$ cat src/rtl/dma_seq_pkg.sv
// rtl/dma_seq_pkg.sv - shared types and constants for the DMA burst sequencer
package dma_seq_pkg;

  localparam logic [2:0] DMA_SIZE_BYTE  = 3'd0;
  localparam logic [2:0] DMA_SIZE_HWORD = 3'd1;
  localparam logic [2:0] DMA_SIZE_WORD  = 3'd2;
  localparam logic [2:0] DMA_SIZE_DWORD = 3'd3;

  typedef enum logic [2:0] {
    ST_IDLE    = 3'd0,
    ST_RD_REQ  = 3'd1,
    ST_RD_DATA = 3'd2,
    ST_WR_REQ  = 3'd3,
    ST_WR_DATA = 3'd4,
    ST_DONE    = 3'd5
  } state_t;

  typedef struct packed {
    logic [2:0]  size;
    logic [31:0] length;
    logic [31:0] index;
  } dma_ctrl_msg_t;

  function automatic dma_ctrl_msg_t mk_ctrl_msg(input logic [2:0] size, input logic [31:0] length,
                                                input logic [31:0] index);
    dma_ctrl_msg_t m;
    m.size   = size;
    m.length = length;
    m.index  = index;
    return m;
  endfunction

endpackage

$ cat src/rtl/dma_ctrl_issuer.sv
// rtl/dma_ctrl_issuer.sv - registered val/msg holder for one DMA ctrl channel
module dma_ctrl_issuer
  import dma_seq_pkg::*;
(
  input  logic          clk,
  input  logic          rst,
  input  logic          i_load,
  input  dma_ctrl_msg_t i_msg,
  input  logic          i_rdy,
  output logic          o_val,
  output logic [66:0]   o_msg
);

  logic          r_val;
  dma_ctrl_msg_t r_msg;

  // The message is only written on load, so it stays stable for the whole request.
  always_ff @(posedge clk or negedge rst) begin
    if (!rst) begin
      r_val <= 1'b0;
      r_msg <= '0;
    end else if (i_load) begin
      r_val <= 1'b1;
      r_msg <= i_msg;
    end else if (r_val && i_rdy) begin
      r_val <= 1'b0;
    end
  end

  assign o_val = r_val;
  assign o_msg = r_msg;

endmodule

$ cat src/rtl/dma_burst_seq.sv
// rtl/dma_burst_seq.sv - splits a transfer into read/compute/write bursts between ESP DMA and a core
module dma_burst_seq
  import dma_seq_pkg::*;
#(
  parameter int         MAX_BURST = 64,
  parameter int         CNT_W     = 32,
  parameter logic [2:0] DMA_SIZE  = DMA_SIZE_DWORD
) (
  input  logic        clk,
  input  logic        rst,
  input  logic        acc_start,
  input  logic [31:0] cfg_src_index,
  input  logic [31:0] cfg_dst_index,
  input  logic [31:0] cfg_total_len,
  input  logic [31:0] cfg_burst_len,
  output logic        acc_done,
  output logic        busy,
  output logic        dma_read_ctrl_val,
  input  logic        dma_read_ctrl_rdy,
  output logic [66:0] dma_read_ctrl_msg,
  input  logic        dma_read_chnl_val,
  output logic        dma_read_chnl_rdy,
  input  logic [63:0] dma_read_chnl_msg,
  output logic        core_in_val,
  input  logic        core_in_rdy,
  output logic [63:0] core_in_msg,
  input  logic        core_out_val,
  output logic        core_out_rdy,
  input  logic [63:0] core_out_msg,
  output logic        dma_write_ctrl_val,
  input  logic        dma_write_ctrl_rdy,
  output logic [66:0] dma_write_ctrl_msg,
  output logic        dma_write_chnl_val,
  input  logic        dma_write_chnl_rdy,
  output logic [63:0] dma_write_chnl_msg
);

  state_t           r_state;
  logic             r_start_q, r_armed, r_busy, r_done;
  logic [CNT_W-1:0] r_blen, r_remaining, r_cur, r_cnt, r_rd_idx, r_wr_idx;

  logic             w_start, w_rd_fire, w_wr_fire, w_rd_last, w_wr_last, w_rd_load, w_wr_load;
  logic [CNT_W-1:0] w_cfg_blen, w_first_cur, w_next_rem, w_next_cur;
  dma_ctrl_msg_t    w_rd_msg, w_wr_msg;

  // r_armed blocks a level held high across reset from looking like a fresh start.
  assign w_start     = acc_start && !r_start_q && r_armed;
  assign w_cfg_blen  = (cfg_burst_len == '0 || cfg_burst_len > 32'(MAX_BURST)) ?
                       CNT_W'(MAX_BURST) : CNT_W'(cfg_burst_len);
  assign w_first_cur = (CNT_W'(cfg_total_len) < w_cfg_blen) ? CNT_W'(cfg_total_len) : w_cfg_blen;
  assign w_next_rem  = r_remaining - r_cur;
  assign w_next_cur  = (w_next_rem < r_blen) ? w_next_rem : r_blen;

  assign w_rd_fire = (r_state == ST_RD_DATA) && dma_read_chnl_val && core_in_rdy;
  assign w_wr_fire = (r_state == ST_WR_DATA) && core_out_val && dma_write_chnl_rdy;
  assign w_rd_last = w_rd_fire && (r_cnt == r_cur - CNT_W'(1));
  assign w_wr_last = w_wr_fire && (r_cnt == r_cur - CNT_W'(1));

  assign w_rd_load = ((r_state == ST_IDLE) && w_start && (cfg_total_len != '0)) ||
                     (w_wr_last && (w_next_rem != '0));
  assign w_wr_load = w_rd_last;
  assign w_rd_msg  = (r_state == ST_IDLE) ?
                     mk_ctrl_msg(DMA_SIZE, 32'(w_first_cur), cfg_src_index) :
                     mk_ctrl_msg(DMA_SIZE, 32'(w_next_cur), 32'(r_rd_idx));
  assign w_wr_msg  = mk_ctrl_msg(DMA_SIZE, 32'(r_cur), 32'(r_wr_idx));

  always_ff @(posedge clk or negedge rst) begin
    if (!rst) begin
      r_state     <= ST_IDLE;
      r_start_q   <= 1'b0;
      r_armed     <= 1'b0;
      r_busy      <= 1'b0;
      r_done      <= 1'b0;
      r_blen      <= '0;
      r_remaining <= '0;
      r_cur       <= '0;
      r_cnt       <= '0;
      r_rd_idx    <= '0;
      r_wr_idx    <= '0;
    end else begin
      r_start_q <= acc_start;
      r_armed   <= r_armed | ~acc_start;
      r_done    <= 1'b0;
      case (r_state)
        ST_IDLE: begin
          if (w_start) begin
            r_busy      <= 1'b1;
            r_blen      <= w_cfg_blen;
            r_remaining <= CNT_W'(cfg_total_len);
            r_cur       <= w_first_cur;
            r_rd_idx    <= CNT_W'(cfg_src_index);
            r_wr_idx    <= CNT_W'(cfg_dst_index);
            r_state     <= (cfg_total_len == '0) ? ST_DONE : ST_RD_REQ;
          end
        end
        ST_RD_REQ: begin
          if (dma_read_ctrl_val && dma_read_ctrl_rdy) begin
            r_cnt   <= '0;
            r_state <= ST_RD_DATA;
          end
        end
        ST_RD_DATA: begin
          if (w_rd_fire) begin
            r_cnt <= r_cnt + CNT_W'(1);
            if (w_rd_last) begin
              r_rd_idx <= r_rd_idx + r_cur;
              r_state  <= ST_WR_REQ;
            end
          end
        end
        ST_WR_REQ: begin
          if (dma_write_ctrl_val && dma_write_ctrl_rdy) begin
            r_cnt   <= '0;
            r_state <= ST_WR_DATA;
          end
        end
        ST_WR_DATA: begin
          if (w_wr_fire) begin
            r_cnt <= r_cnt + CNT_W'(1);
            if (w_wr_last) begin
              r_wr_idx    <= r_wr_idx + r_cur;
              r_remaining <= w_next_rem;
              r_cur       <= w_next_cur;
              r_state     <= (w_next_rem == '0) ? ST_DONE : ST_RD_REQ;
            end
          end
        end
        ST_DONE: begin
          r_done  <= 1'b1;
          r_busy  <= 1'b0;
          r_state <= ST_IDLE;
        end
        default: r_state <= ST_IDLE;
      endcase
    end
  end

  dma_ctrl_issuer u_rd_issuer (
    .clk    (clk),
    .rst    (rst),
    .i_load (w_rd_load),
    .i_msg  (w_rd_msg),
    .i_rdy  (dma_read_ctrl_rdy),
    .o_val  (dma_read_ctrl_val),
    .o_msg  (dma_read_ctrl_msg)
  );

  dma_ctrl_issuer u_wr_issuer (
    .clk    (clk),
    .rst    (rst),
    .i_load (w_wr_load),
    .i_msg  (w_wr_msg),
    .i_rdy  (dma_write_ctrl_rdy),
    .o_val  (dma_write_ctrl_val),
    .o_msg  (dma_write_ctrl_msg)
  );

  assign core_in_val        = (r_state == ST_RD_DATA) && dma_read_chnl_val;
  assign dma_read_chnl_rdy  = (r_state == ST_RD_DATA) && core_in_rdy;
  assign core_in_msg        = dma_read_chnl_msg;
  assign dma_write_chnl_val = (r_state == ST_WR_DATA) && core_out_val;
  assign core_out_rdy       = (r_state == ST_WR_DATA) && dma_write_chnl_rdy;
  assign dma_write_chnl_msg = core_out_msg;

  assign acc_done = r_done;
  assign busy     = r_busy;

endmodule

$ cat config.mk
export PLATFORM = sky130hd
export DESIGN_NAME = dma_burst_seq
export DESIGN_NICKNAME = d
export VERILOG_FILES = /design/src/rtl/dma_seq_pkg.sv /design/src/rtl/dma_ctrl_issuer.sv /design/src/rtl/dma_burst_seq.sv
export SDC_FILE = /design/constraint.sdc
export NUM_CORES = 1
export LEC_CHECK = 0
export ABC_AREA = 1
export BUFFER_PORTS_ARGS = -buffer_cell sky130_fd_sc_hd__buf_2
export CORE_MARGIN = 5
export CORE_UTILIZATION = 40
export DETAILED_ROUTE_END_ITERATION = 8
export SLEW_MARGIN = 10
export SYNTH_ARGS = -nofsm -noshare
export SYNTH_HDL_FRONTEND = slang
export SYNTH_SLANG_ARGS = --single-unit
$ cat constraint.sdc
create_clock -name clk -period 7.85 [get_ports clk]
set_clock_uncertainty 0.1 [all_clocks]
set_input_delay 0 -clock clk [delete_from_list [all_inputs] [get_ports clk]]
set_output_delay 0 -clock clk [all_outputs]
set_load 0.05 [all_outputs]
==> out/metrics.csv, run 1 <==
stage,metric,value,unit
timing,Final Max Tran Viols,0,
synthesis,post-synthesis cell type count,62,
critical_path,worst setup path category,reg -> reg,
clocking,worst skew pair latency,580,ps
floorplanning,Initial Util,40.33,%
power,Pleak,15.24,nW
timing,minimum hold slack,-11.93,ps
route,Final ANT Viol Nets,0,
clocking,htree depth,2,
timing,Final setup violation count,0,
synthesis,Yosys top cell area share,33.28,%
timing,"Hold Vio Cnt, Final",2,
critical_path,CP Capture Type,flip-flop,
synthesis,number of synthesized flops with an enable pin,0,
timing,Max Fclk,175.6,MHz
power,Power Density,477.4,nW/um^2
power,sequential share of power,19.9,%
finish,ratio of cells with drive above 1 in the final layout,11.47,%
synthesis,cell with the most instances after synthesis,nand2_1,
timing,"Period Utilization, post-route",72.53,%
floorplanning,num ports,535,
flow_run,Max-Cap Viols,0,
critical_path,CP required,8220,ps
floorplanning,Die H,259.5,um
synthesis,Post-Syn Area per Cell,6.951,sq um
power,Pint,6.325,mW
critical_path,WP data arrival,6060,ps
placed_design,RePlAce Congestion,0.9725,
power,Clk network pwr share,14.2,%
power,P_sw,7.964,mW
hold_path,worst hold path class,in -> async,
clocking,Clock Tree Buf Depth,3,
critical_path,Critical Path Fanout Max,22,
global_route,initial antenna violation count,6,
placed_design,HPWL Detailed,69.83,mm
floorplanning,# rows,91,
clocking,cts bufs inserted,42,
timing,setup repair after global routing missed its margin,no,
synthesis,"top cells by count, synth","1,043 x nand2_1, 374 x o21ai_0, 336 x inv_1",
route,Routed WL,94.86,mm
power,overall power,14.29,mW
outcome,status,finished with violations,
clocking,clock transition at the registers of the reported paths,60,ps
timing,worst-margin pin slew,1140,ps
clocking,CTS tree,built,
synthesis,Main synth FF type,dfrtp_1,
power,Net Sw Frac,55.74,%
global_route,number of global-route vias before repair,24100,
clocking,cts repair resizes,0,
route,DRT iter0 DRCs,2058,
clocking,clock root buffer,clkbuf_16,
floorplanning,Placeable Area,61710,sq um
synthesis,Ys Warns,0,
clocking,clk sinks,331,
clocking,Post-CTS Hold Fix Bufs,241,
global_route,GR Overflow Total,0,
route,routed vias/inst,5.206,
finish,Post-layout nets,4369,
placed_design,IO Port Bufs,276,
global_route,Total GRT Usage,27.00,%
route,Via Count,25070,
timing,TNS Setup,0,ps
synthesis,synthesized area,24890,sq um
route,drt drc,0,
power,Comb pwr share,65.9,%
clocking,postcts setup bufs,0,
timing,Period minus WS final,5694,ps
floorplanning,Die ar.,67320,sq um
finish,area grow syn2layout,20.25,%
floorplanning,Die X,259.5,um
outcome,failing checks,hold timing,
finish,finished layout cell area,29930,sq um
global_route,largest net degree at the start of global routing,144,
route,Avg WL per Cell,19.70,um
synthesis,Synth Register Bits,331,
synthesis,Mapped Cells,3581,
synthesis,async set-reset flop share out of synthesis,100.0,%
critical_path,crit path launch type,flip-flop,
synthesis,post-synthesis sequential area ratio,33.28,%
synthesis,main area contributors after synthesis,"dfrtp_1 33%, nand2_1 16%, ha_1 7.9%",
synthesis,post-synth top area cell,dfrtp_1,
global_route,first-pass GRT wire length,143.1,mm
route,drt pass-1 iters,6,
timing,Max-Slew Margin vs Limit,23.93,%
power,worst vdd ir,0.3740,mV
placed_design,dpl cell area,26080,sq um
==> through the flow <==
step                cells  setup WS (ps)  utilization (%)
floorplan            3606           3942                -
global placement     4496           2371            42.25
detailed placement   4496           2373            42.25
CTS                  4813           2316            48.50
global route         4815           1760            48.50
finish               4815           2156            48.50
==> kinds of logic after synthesis <==
| family | synth area share (%) |
|---|---|
| adder cells (fa/ha/maj) | 8.133 |
| multiplexers | 0.3619 |
| XOR/XNOR | 3.609 |
| AND/OR/NAND/NOR | 28.59 |
| buffers and inverters | 11.69 |
| flip-flops | 33.28 |
| AO/OA/AOI/OAI | 14.31 |
| other | 0.03017 |
==> layout make-up <==
type | instances | area, sq um
flip-flops and latches | 331 | 8283
clock inverters | 16 | 231.5
repair buffers | 543 | 4029
multi-input cells | 2676 | 13830
fillers | 6389 | 31780
clock buffers | 60 | 1190
well taps | 837 | 1047
inverters | 350 | 1320
diodes | 2 | 5.005
==> cells in the final DEF (no fill, tap or decap), types with 11 or more instances in the layout <==
cell type	count
xor2_1	71
o21ai_0	374
inv_1	336
nand4_1	53
nor2_1	304
nand3b_1	11
buf_4	25
or2_2	39
dfrtp_1	331
clkbuf_1	12
dlygate4sd3_1	240
xnor2_1	29
conb_1	27
nor3_1	37
ha_1	157
nand2_1	1042
nand3_1	160
nor4_1	26
clkbuf_16	43
o21ai_1	42
a21oi_1	191
buf_2	275
==> critical path, stage by stage (launching register included) <==
cell     delay [ps]
dfrtp_1         680
ha_1            250
inv_1            60
fa_1            490
nand2_1         100
nand2_1          50
o21ai_1         190
inv_1           150
nand2_1          80
nand2_1         130
nand3_1         130
nand3_1         110
or2_2           280
nand2_1         130
inv_1            60
ha_1            270
nand4_1         110
nor4_1          300
nand2_1          80
nand2_1         530
inv_1           560
nand2_1         180
o21ai_0         110
or2_2           310
nand3_1          80
nand2_1          60
==> state kept, by name (all words and copies together) (netlist names), 3 cells and up <==
register           flops
r_blen                32
r_cnt                 32
r_cur                 32
r_rd_idx              32
r_remaining           32
r_state                3
r_wr_idx              32
u_rd_issuer.o_msg     65
u_wr_issuer.o_msg     65
==> power by group through the flow <==
stage,sequential (mW),combinational [mW],clock [mW]
2_1_floorplan,3.06,6.35,0
3_3_place_gp,2.86,9.04,0
3_5_place_dp,2.85,9.04,0
4_1_cts,2.83,9.32,2.08
5_1_grt,2.88,10.5,2.14
6_report,2.84,9.41,2.04
==> per-layer routing <==
metal | up-vias | global-route usage, % | routed length (um)
met5 | - | 0 | 25
met2 | 794 | 45.99 | 45770
met3 | 185 | 4.309 | 5635
met4 | 4 | 10.11 | 4025
li1 | 12300 | - | -
met1 | 11790 | 34.65 | 39400
==> final timing paths <==
check,start,end,slack (ps),depth (start not counted)
setup / recovery,r_cur[0]$_DFFE_PN0P_,u_rd_issuer.o_msg[36]$_DFFE_PN0P_,2160,25
hold / removal,rst,u_wr_issuer.o_msg[59]$_DFFE_PN0P_,-10,3
setup reg to reg,r_cur[0]$_DFFE_PN0P_,u_rd_issuer.o_msg[36]$_DFFE_PN0P_,2160,25
hold reg to reg,u_rd_issuer.o_msg[19]$_DFFE_PN0P_,u_rd_issuer.o_msg[19]$_DFFE_PN0P_,360,2
max in group asynchronous,rst,u_rd_issuer.o_msg[16]$_DFFE_PN0P_,6800,3
min in group clk,cfg_burst_len[30],r_blen[6]$_DFFE_PN0P_,30,9
Note: power is estimated with default switching activity, not from simulation.
==> run 2: changes to the inputs <==
==> constraint.sdc (replaced) <==
create_clock -name clk -period 5.47 [get_ports clk]
set_clock_uncertainty 0.1 [all_clocks]
set_input_delay 0 -clock clk [delete_from_list [all_inputs] [get_ports clk]]
set_output_delay 0 -clock clk [all_outputs]
set_load 0.05 [all_outputs]
==> run 2 against run 1 <==
Net effect:
- core utilization grew 0.51 points
- critical path type unchanged
- setup slack lost 1600 ps
- sequential share of layout area shrank 0.29 points
- clock power grew 41%
- register-to-register slack lost 1600 ps
- largest power group unchanged
- final area grew 1.1%
- power grew 46%
- the run now ends clean
- hold slack gained 58 ps
- global-route usage grew 0.13 points
- combinational power grew 50%
==> out/metrics.csv, run 2 (synthesis results as in run 1) <==
stage,metric,value,unit
critical_path,worst setup path category,reg -> reg,
critical_path,crit-path most repeated cell,nand2_1,
power,sequential share of power,18.5,%
clocking,clock root buffer,clkbuf_16,
timing,"Period Utilization, post-route",89.99,%
clocking,clk sinks,331,
floorplanning,num ports,535,
timing,Max-Slew Margin vs Limit,25.49,%
global_route,first-pass GRT wire length,143.2,mm
global_route,initial antenna violation count,3,
global_route,GR Overflow Total,0,
route,Routed WL,95.97,mm
timing,Final Max Tran Viols,0,
placed_design,pre-CTS WS,681.8,ps
timing,worst-margin pin slew,1118,ps
global_route,largest net degree at the start of global routing,148,
timing,TNS Setup,0,ps
critical_path,Critical Path Fanout Max,22,
placed_design,IO Port Bufs,276,
route,Avg WL per Cell,19.80,um
finish,Post-layout nets,4404,
clocking,worst skew pair latency,590,ps
power,Pint,9.347,mW
power,Clk network pwr share,13.8,%
outcome,status,"complete, no violations",
critical_path,CP max stage delay,580,ps
route,drt drc,0,
clocking,cts repair resizes,0,
timing,setup repair after global routing missed its margin,no,
power,Power Density,687.8,nW/um^2
critical_path,WP data arrival,5300,ps
finish,fill cell count,6336,
global_route,number of global-route vias before repair,24320,
power,P_sw,11.46,mW
route,DRT iter0 DRCs,2239,
clocking,htree depth,2,
clocking,cts bufs inserted,42,
finish,area grow syn2layout,21.53,%
floorplanning,Die ar.,67320,sq um
clocking,CTS tree,built,
floorplanning,Initial Util,40.33,%
power,Comb pwr share,67.6,%
route,Via Count,25340,
timing,setup ws final,547.7,ps
timing,"Hold Vio Cnt, Final",0,
critical_path,FF-to-FF setup slack,550,ps
clocking,clock transition at the registers of the reported paths,60,ps
critical_path,CP Capture Type,flip-flop,
timing,Period minus WS final,4922,ps
placed_design,RePlAce Congestion,0.9695,
power,Net Sw Frac,55.08,%
power,Pleak,15.44,nW
global_route,Total GRT Usage,27.12,%
critical_path,crit path launch type,flip-flop,
hold_path,worst hold path class,in -> reg,
flow_run,Max-Cap Viols,0,
finish,ratio of cells with drive above 1 in the final layout,12.18,%
power,worst vdd ir,0.6489,mV
floorplanning,# rows,91,
floorplanning,Die X,259.5,um
clocking,Clock Tree Buf Depth,3,
placed_design,HPWL Detailed,70.46,mm
route,Final ANT Viol Nets,0,
finish,most frequent cells in the layout,"1,041 x nand2_1, 374 x o21ai_0, 336 x inv_1",
route,drt pass-1 iters,6,
timing,Final setup violation count,0,
clocking,postcts setup bufs,0,
critical_path,CP max stage cell,dfrtp_1,
floorplanning,Placeable Area,61710,sq um
timing,Max Fclk,203.2,MHz
floorplanning,Die H,259.5,um
route,routed vias/inst,5.230,
critical_path,CP required,5850,ps
finish,"commonest non-fill, non-tap cell in the layout",nand2_1,
-- run 2: cell types whose count changed in the layout (fill, tap and decap cells not counted) --
cell,before,now
nand2_1,1042,1041
buf_12,1,8
dlygate4sd3_1,240,241
buf_4,25,52
inv_6,2,1
clkinvlp_4,3,0
nand2_2,6,7
clkinv_2,4,7
clkbuf_1,12,11
clkinv_4,3,1
-- run 2: critical path: cells and delay by family (launching register included) --
family	cells	cell delay [ps]
simple gates	15	2030
fa+ha+maj	2	850
buf+inv	5	690
flops	1	580
compound gates	3	550
-- run 2: layout make-up --
class / instances / area, sq um / share of cell area [%]
multi-input combinational: 2676 / 13830 / 45.72
sequential: 331 / 8283 / 27.38
timing repair buffer: 578 / 4382 / 14.48
inverter: 350 / 1320 / 4.364
clock buffer: 59 / 1186 / 3.921
tap: 837 / 1047 / 3.462
clock inverter: 13 / 197.7 / 0.6535
antenna: 2 / 5.005 / 0.01654
-- run 2: power by group through the flow --
stage / sequential, mW / clock [mW] / combinational (mW)
after floorplan: 4.39 / 0 / 9.11
after global placement: 3.88 / 0 / 13.5
after detailed placement: 3.87 / 0 / 13.5
after CTS: 3.84 / 2.94 / 13.9
after global routing: 3.90 / 3.02 / 15.6
final: 3.85 / 2.88 / 14.1
-- run 2: final timing paths --
kind | start | depth (start not counted) | end
min | cfg_burst_len[31] | 9 | r_blen[6]$_DFFE_PN0P_
min reg2reg | r_armed$_DFF_PN0_ | 2 | r_armed$_DFF_PN0_
max in group asynchronous | rst | 4 | u_rd_issuer.o_msg[3]$_DFFE_PN0P_
max reg2reg | r_cur[1]$_DFFE_PN0P_ | 25 | r_cur[23]$_DFFE_PN0P_
max | r_cur[1]$_DFFE_PN0P_ | 25 | r_cur[23]$_DFFE_PN0P_
min in group asynchronous | rst | 4 | u_wr_issuer.o_msg[59]$_DFFE_PN0P_
-- run 2: timing repair --
action,4_1_cts,5_1_grt
endpoints found under the setup margin,0,0
endpoints found under the hold margin,663,0
hold buffers,242,0
-- run 2: routing by layer --
layer | vias to the layer above | global-route usage, % | wire (um)
met5 | - | 0 | 13
met4 | 2 | 9.893 | 3957
met3 | 185 | 3.823 | 5743
met2 | 839 | 47.43 | 47560
met1 | 11970 | 34.20 | 38690
li1 | 12350 | - | -
-- run 2: per-stage QoR --
step / area, sq um / hold WS, ps / util, % / cells / power (mW)
2_1_floorplan: 24990 / -395.6 / - / 3606 / 13.50
3_3_place_gp: 26420 / -137.4 / 42.81 / 4530 / 17.39
3_5_place_dp: 26420 / -140.9 / 42.81 / 4530 / 17.41
4_1_cts: 30250 / 2.176 / 49.01 / 4844 / 20.72
5_1_grt: 30250 / 48.85 / 49.01 / 4845 / 22.54
6_report: 30250 / 45.74 / 49.02 / 4846 / 20.81
